===== src/rtl/seg7_scan_if.sv =====
// Display-side bundle between the 8-channel display multiplexer and the
// eight-digit scan driver. The board display pins are carried here too.
interface seg7_scan_if;
    logic        EN;
    logic [31:0] Disp_num;
    logic [7:0]  point_in;
    logic [7:0]  LE_in;
    logic [7:0]  AN;
    logic [7:0]  SEGMENT;
    logic        frame_done;

    modport master (
        output EN, Disp_num, point_in, LE_in,
        input  AN, SEGMENT, frame_done
    );

    modport slave (
        input  EN, Disp_num, point_in, LE_in,
        output AN, SEGMENT, frame_done
    );
endinterface


===== src/rtl/seg7_scan.sv =====
// Eight-digit multiplexed common-anode seven-segment scan driver. The inputs
// are snapshotted once per frame so that the digits of one frame never tear.
module seg7_scan #(
    parameter int SCAN_DIV = 100000
) (
    input  logic        clk,
    input  logic        rst,
    seg7_scan_if.slave  bus
);
    localparam int CW = $clog2(SCAN_DIV);
    localparam logic [CW-1:0] CNT_MAX = CW'(SCAN_DIV - 1);

    logic [CW-1:0] cnt_q, cnt_d;
    logic [2:0]    idx_q, idx_d;
    logic [31:0]   sh_num_q, sh_num_d;
    logic [7:0]    sh_pt_q, sh_pt_d;
    logic [7:0]    sh_le_q, sh_le_d;
    logic [7:0]    an_q, an_d;
    logic [7:0]    seg_q, seg_d;
    logic          fd_q, fd_d;

    logic          capture;
    logic [31:0]   cur_num;
    logic [7:0]    cur_pt;
    logic [7:0]    cur_le;
    logic [3:0]    nib;

    function automatic logic [6:0] hex7(input logic [3:0] n);
        logic [6:0] s;
        case (n)
            4'h0: s = 7'h40;
            4'h1: s = 7'h79;
            4'h2: s = 7'h24;
            4'h3: s = 7'h30;
            4'h4: s = 7'h19;
            4'h5: s = 7'h12;
            4'h6: s = 7'h02;
            4'h7: s = 7'h78;
            4'h8: s = 7'h00;
            4'h9: s = 7'h10;
            4'hA: s = 7'h08;
            4'hB: s = 7'h03;
            4'hC: s = 7'h46;
            4'hD: s = 7'h21;
            4'hE: s = 7'h06;
            default: s = 7'h0E;
        endcase
        return s;
    endfunction

    always_comb begin
        cnt_d    = cnt_q;
        idx_d    = idx_q;
        sh_num_d = sh_num_q;
        sh_pt_d  = sh_pt_q;
        sh_le_d  = sh_le_q;
        an_d     = 8'hFF;
        seg_d    = 8'hFF;
        fd_d     = 1'b0;
        capture  = 1'b0;
        cur_num  = sh_num_q;
        cur_pt   = sh_pt_q;
        cur_le   = sh_le_q;
        nib      = 4'h0;

        if (bus.EN) begin
            // The capture cycle decodes from the live inputs so digit 0 is
            // never shown from the previous frame's snapshot.
            capture = (cnt_q == '0) && (idx_q == 3'd0);
            if (capture) begin
                cur_num  = bus.Disp_num;
                cur_pt   = bus.point_in;
                cur_le   = bus.LE_in;
                sh_num_d = bus.Disp_num;
                sh_pt_d  = bus.point_in;
                sh_le_d  = bus.LE_in;
            end

            nib   = cur_num[{idx_q, 2'b00} +: 4];
            an_d  = ~(8'd1 << idx_q);
            seg_d = cur_le[idx_q] ? 8'hFF : {~cur_pt[idx_q], hex7(nib)};

            if (cnt_q == CNT_MAX) begin
                cnt_d = '0;
                idx_d = idx_q + 3'd1;
                fd_d  = (idx_q == 3'd7);
            end else begin
                cnt_d = cnt_q + CW'(1);
            end
        end
    end

    always_ff @(posedge clk or negedge rst) begin
        if (!rst) begin
            cnt_q    <= '0;
            idx_q    <= 3'd0;
            sh_num_q <= 32'h0;
            sh_pt_q  <= 8'h0;
            sh_le_q  <= 8'h0;
            an_q     <= 8'hFF;
            seg_q    <= 8'hFF;
            fd_q     <= 1'b0;
        end else begin
            cnt_q    <= cnt_d;
            idx_q    <= idx_d;
            sh_num_q <= sh_num_d;
            sh_pt_q  <= sh_pt_d;
            sh_le_q  <= sh_le_d;
            an_q     <= an_d;
            seg_q    <= seg_d;
            fd_q     <= fd_d;
        end
    end

    assign bus.AN         = an_q;
    assign bus.SEGMENT    = seg_q;
    assign bus.frame_done = fd_q;
endmodule


===== src/flat_wrapper.sv =====
// flat-port wrapper written by rule: the top's interface ports become plain ports
module seg7_scan_flat 
#(
    parameter int SCAN_DIV = 100000
)
  (clk, rst, bus_EN, bus_Disp_num, bus_point_in, bus_LE_in, bus_AN, bus_SEGMENT, bus_frame_done);
  seg7_scan_if bus_i ();
  input  logic clk;
  input  logic rst;
  input wire logic [$bits(bus_i.EN)-1:0] bus_EN;
  input wire logic [$bits(bus_i.Disp_num)-1:0] bus_Disp_num;
  input wire logic [$bits(bus_i.point_in)-1:0] bus_point_in;
  input wire logic [$bits(bus_i.LE_in)-1:0] bus_LE_in;
  output wire logic [$bits(bus_i.AN)-1:0] bus_AN;
  output wire logic [$bits(bus_i.SEGMENT)-1:0] bus_SEGMENT;
  output wire logic [$bits(bus_i.frame_done)-1:0] bus_frame_done;
  assign bus_i.EN = bus_EN;
  assign bus_i.Disp_num = bus_Disp_num;
  assign bus_i.point_in = bus_point_in;
  assign bus_i.LE_in = bus_LE_in;
  assign bus_AN = bus_i.AN;
  assign bus_SEGMENT = bus_i.SEGMENT;
  assign bus_frame_done = bus_i.frame_done;
  seg7_scan #(.SCAN_DIV(SCAN_DIV)) u_core (.clk(clk), .rst(rst), .bus(bus_i));
endmodule

===== config.mk =====
export PLATFORM = sky130hd
export DESIGN_NAME = seg7_scan_flat
export DESIGN_NICKNAME = d
export VERILOG_FILES = /design/src/rtl/seg7_scan_if.sv /design/src/rtl/seg7_scan.sv /design/src/flat_wrapper.sv
export SDC_FILE = /design/constraint.sdc
export NUM_CORES = 1
export LEC_CHECK = 0
export ABC_AREA = 1
export CAP_MARGIN = 10
export CORE_UTILIZATION = 69
export DETAILED_ROUTE_END_ITERATION = 7
export DONT_BUFFER_PORTS = 1
export GPL_TIMING_DRIVEN = 0
export PLACE_DENSITY = 0.95
export SETUP_SLACK_MARGIN = 0.05
export SLEW_MARGIN = 25
export SYNTH_ARGS = -nofsm -noshare
export SYNTH_HDL_FRONTEND = slang
export SYNTH_SLANG_ARGS = --single-unit

===== constraint.sdc =====
create_clock -name clk -period 5.3 [get_ports clk]
set_input_delay 0.265 -clock clk [delete_from_list [all_inputs] [get_ports clk]]
set_output_delay 0.265 -clock clk [all_outputs]
set_load 0.03 [all_outputs]

==> flow_summary.rst <==
.. list-table::
   :header-rows: 1

   * - Metric
     - Value
   * - Run status
     - complete, no violations
   * - FF-to-FF path depth
     - 22
   * - Power per cell area
     - 323 nW/um2
   * - Largest net degree at the start of global routing
     - 86
   * - Via count of the first global-routing pass
     - 4,525
   * - Final core area utilization
     - 0.768
   * - Max-cap check violation count
     - 0
   * - Overall track demand over capacity in global routing
     - 0.363
   * - Leakage dissipation
     - 2.51 nW
   * - Layout cells sized above 1
     - 0.0886
   * - Worst Path Class, Setup
     - flop to flop
   * - Detailed-route via count
     - 4,761
   * - Number of primary I/O pins
     - 68
   * - DRC violation count after routing
     - 0
   * - Synth unique cells
     - 33
   * - Number of nets in the finished design
     - 737
   * - Classification of the worst-slack hold path
     - input port to flop
   * - Cell Area, Placed
     - 5010 um2
   * - Register-to-Register Setup Slack
     - 1190 ps
   * - Source of the worst register-to-register timing path
     - u_core.idx_q[0]
   * - Wire length per cell after detailed routing
     - 16.4 um
   * - Worst min-delay path endpoint
     - u_core.sh_num_q[17]
   * - Cell area after synthesis
     - 4890 um2
   * - Clock Skew
     - 13.9 ps
   * - Total congestion overflow after global routing
     - 0
   * - Count of endpoints failing hold in the final timing report
     - 0
   * - Clock-pin slew reported for the worst setup and hold paths after clock tree synthesis
     - 90 ps
   * - Unrepaired setup endpoints after global routing
     - no
   * - Number of enable-type register cells in the synthesized netlist
     - 0
   * - Min setup slack post-route
     - 1190 ps
   * - Synthesized area per cell
     - 7.42 um2
   * - Number of inserted diodes
     - 0
   * - Cell type contributing the most total cell area after synthesis
     - sky130_fd_sc_hd__dfrtp_1
   * - ANT nets after route
     - 0
   * - Critical path endpoint category
     - flop
   * - Number of setup violations in the final report
     - 0
   * - Highest Clock Rate
     - 243 MHz
   * - Type of element launching the critical path
     - flop
   * - Ys Warns
     - 0
   * - Startpoint of the tightest hold check path
     - bus_Disp_num[17]
   * - Final design instance area without fill
     - 5250 um2
   * - Share of the clock period used by the worst path
     - 0.776
   * - Clock tree from TritonCTS
     - done
   * - Die extent in y
     - 86.2 um
   * - CTS sink count
     - 85
   * - Min cycle time layout
     - 4110 ps
   * - CTS Buf Count
     - 9
   * - Arrival time worst endpoint
     - 4410 ps
   * - Mapped Cells
     - 659
   * - Setup tns final
     - 0 ps
   * - Post-Place Cells
     - 755
   * - Buffers from clock root to sink, at most
     - 2
   * - Area share of the largest cell type after synthesis
     - 0.353
   * - Number of nets produced by synthesis
     - 724
   * - Worst reg2reg endpoint
     - u_core.bus.SEGMENT[5]
   * - Post-synthesis sequential area ratio
     - 0.439
   * - Ratio of routed vias to standard cells
     - 6.16
   * - HPWL reported at the end of detailed placement
     - 8750 um
   * - Cell row count
     - 30
   * - Worst slew slack as a fraction of its limit
     - 0.541
   * - Top post-synthesis cells by area
     - sky130_fd_sc_hd__dfrtp_1 35%, sky130_fd_sc_hd__nand2_1 14%, sky130_fd_sc_hd__nand3_1 8.9%
   * - Starting Density
     - 0.715
   * - Die Footprint
     - 7420 um2
   * - Most common library cells after synthesis
     - 182 x sky130_fd_sc_hd__nand2_1, 87 x sky130_fd_sc_hd__nand3_1, 69 x sky130_fd_sc_hd__dfrtp_1
   * - Most used flip-flop cell after synthesis
     - sky130_fd_sc_hd__dfrtp_1
   * - Largest fanout of any net on the critical path
     - 11
   * - Pin slew with the least headroom to its limit
     - 688 ps
   * - H-tree depth
     - 3
   * - Share of synthesized registers carrying an async set or reset
     - 1.00
   * - Initial detailed-routing violation count
     - 607
   * - Placer's final routability congestion estimate
     - 0.903
   * - Sum of routed wire length over all layers
     - 12,600 um
   * - Antenna violations before repair
     - 0
   * - Worst slack after detailed placement
     - 1360 ps
   * - I/O Buffers
     - 0
   * - Most common cell in the netlist
     - sky130_fd_sc_hd__nand2_1
   * - Worst Hold Margin
     - 104 ps
   * - Count of state elements after synthesis
     - 85
   * - Core Footprint
     - 6830 um2
   * - Die boundary width
     - 86.2 um
   * - First drt pass iteration count
     - 6
   * - First-pass GRT wire length
     - 20,900 um
   * - Cells on Worst Hold Path
     - 2
   * - Max IR drop VDD
     - 0.283 mV
   * - Area growth, synth to finish
     - 7.35%
   * - Max-slew violation count
     - 0
   * - Critical Path RT
     - 5600 ps
   * - Total power consumption of the routed design
     - 1.70 mW
   * - Total setup buffers inserted after CTS
     - 0
   * - Final non-filler cell total
     - 773
   * - Clock network latency to the later pin of the worst-skew pair
     - 370 ps
   * - Cell at the root of the clock tree
     - sky130_fd_sc_hd__clkbuf_8
-- flip-flops by register name, summed over array words and instances (netlist names) --
signal                 count
u_core.sh_pt_q             8
u_core.idx_q               3
u_core.sh_le_q             8
u_core.bus.SEGMENT         8
u_core.sh_num_q           32
u_core.bus.AN              8
u_core.cnt_q              17
u_core.bus.frame_done      1
-- area by class of cell --
| cell class | count | area [um2] |
|---|---|---|
| tap | 96 | 120 |
| clock buffer | 11 | 141 |
| inverter | 70 | 263 |
| multi-input combinational | 469 | 2300 |
| clock inverter | 5 | 60.1 |
| timing repair buffer | 2 | 37.5 |
| buffer | 35 | 174 |
| sequential | 85 | 2150 |
| fill | 488 | 1590 |
-- cells by family (layout without fill, tap and decap cells) --
kind of cell	count (synthesis)	after routing	synth area share
adder cells (fa/ha/maj)	14	14	0.0358
buffers and inverters	105	123	0.0893
AO/OA/AOI/OAI	77	77	0.0899
AND/OR/NAND/NOR	375	375	0.340
flip-flops	85	85	0.439
XOR/XNOR	3	3	0.00538
-- worst max-delay path by stage --
stage | end | from | cells past startpoint
after floorplan | u_core.bus.SEGMENT[3] | u_core.idx_q[0] | 22
after global placement | u_core.bus.SEGMENT[5] | u_core.idx_q[0] | 22
after detailed placement | u_core.bus.SEGMENT[3] | u_core.idx_q[0] | 22
after CTS | u_core.bus.SEGMENT[5] | u_core.idx_q[0] | 22
after global routing | u_core.bus.SEGMENT[3] | u_core.idx_q[0] | 22
final | u_core.bus.SEGMENT[5] | u_core.idx_q[0] | 22
-- power by group --
group	leakage (nW)	switching, mW	internal [mW]
Clock	0.0995	0.238	0.232
Combinational	1.45	0.236	0.130
Sequential	0.961	0.0969	0.764
Total	2.51	0.572	1.13
-- what timing repair did --
action / 4_1_cts / 5_1_grt
hold buffers: 2 / 0
gates resized for setup: 0 / 0
endpoints found under the hold margin: 85 / 0
-- worst max-delay path: stages, from the launching register on --
cell and delay, ps:
sky130_fd_sc_hd__dfrtp_1 430, sky130_fd_sc_hd__clkbuf_1 240, sky130_fd_sc_hd__clkinv_1 210, sky130_fd_sc_hd__clkbuf_1 560, sky130_fd_sc_hd__ha_1 330, sky130_fd_sc_hd__inv_1 60
sky130_fd_sc_hd__nor2_1 120, sky130_fd_sc_hd__nand2_1 80, sky130_fd_sc_hd__nor2_2 140, sky130_fd_sc_hd__nand3_2 140, sky130_fd_sc_hd__buf_2 220, sky130_fd_sc_hd__o21ai_1 250
sky130_fd_sc_hd__nand2_1 100, sky130_fd_sc_hd__nand2_1 90, sky130_fd_sc_hd__nand2_1 60, sky130_fd_sc_hd__nand3_1 100, sky130_fd_sc_hd__nand2_1 200, sky130_fd_sc_hd__inv_1 170
sky130_fd_sc_hd__ha_1 190, sky130_fd_sc_hd__nand3_1 130, sky130_fd_sc_hd__nand2_1 90, sky130_fd_sc_hd__nand2_1 50, sky130_fd_sc_hd__nand3_1 80
-- per-layer routing --
metal	track usage	vias up	part of all wire
met5	0	-	0
met4	0.171	0	0.047
met3	0.0953	71	0.11
met2	0.581	328	0.47
met1	0.461	2167	0.37
li1	-	2195	-
-- layout by cell type, fill, tap and decap left out, types with 2 or more instances in the layout --
| master | count |
|---|---|
| sky130_fd_sc_hd__dfrtp_1 | 69 |
| sky130_fd_sc_hd__nor4_1 | 2 |
| sky130_fd_sc_hd__o21ai_0 | 24 |
| sky130_fd_sc_hd__buf_2 | 10 |
| sky130_fd_sc_hd__xor2_1 | 3 |
| sky130_fd_sc_hd__a21oi_1 | 11 |
| sky130_fd_sc_hd__ha_1 | 14 |
| sky130_fd_sc_hd__buf_1 | 4 |
| sky130_fd_sc_hd__nand2_1 | 182 |
| sky130_fd_sc_hd__nor2_1 | 52 |
| sky130_fd_sc_hd__a31oi_1 | 24 |
| sky130_fd_sc_hd__inv_1 | 66 |
| sky130_fd_sc_hd__buf_6 | 2 |
| sky130_fd_sc_hd__nor2_2 | 3 |
| sky130_fd_sc_hd__dfstp_2 | 16 |
| sky130_fd_sc_hd__nand3b_1 | 2 |
| sky130_fd_sc_hd__clkbuf_1 | 16 |
| sky130_fd_sc_hd__o21a_1 | 5 |
| sky130_fd_sc_hd__nand3_1 | 87 |
| sky130_fd_sc_hd__buf_4 | 4 |
| sky130_fd_sc_hd__clkbuf_8 | 10 |
| sky130_fd_sc_hd__inv_2 | 3 |
| sky130_fd_sc_hd__nand3_2 | 3 |
| sky130_fd_sc_hd__nor3_1 | 7 |
| sky130_fd_sc_hd__nand4_1 | 33 |
| sky130_fd_sc_hd__clkinv_4 | 2 |
| sky130_fd_sc_hd__o21ai_1 | 10 |
Note: power is estimated with default switching activity, not from simulation.
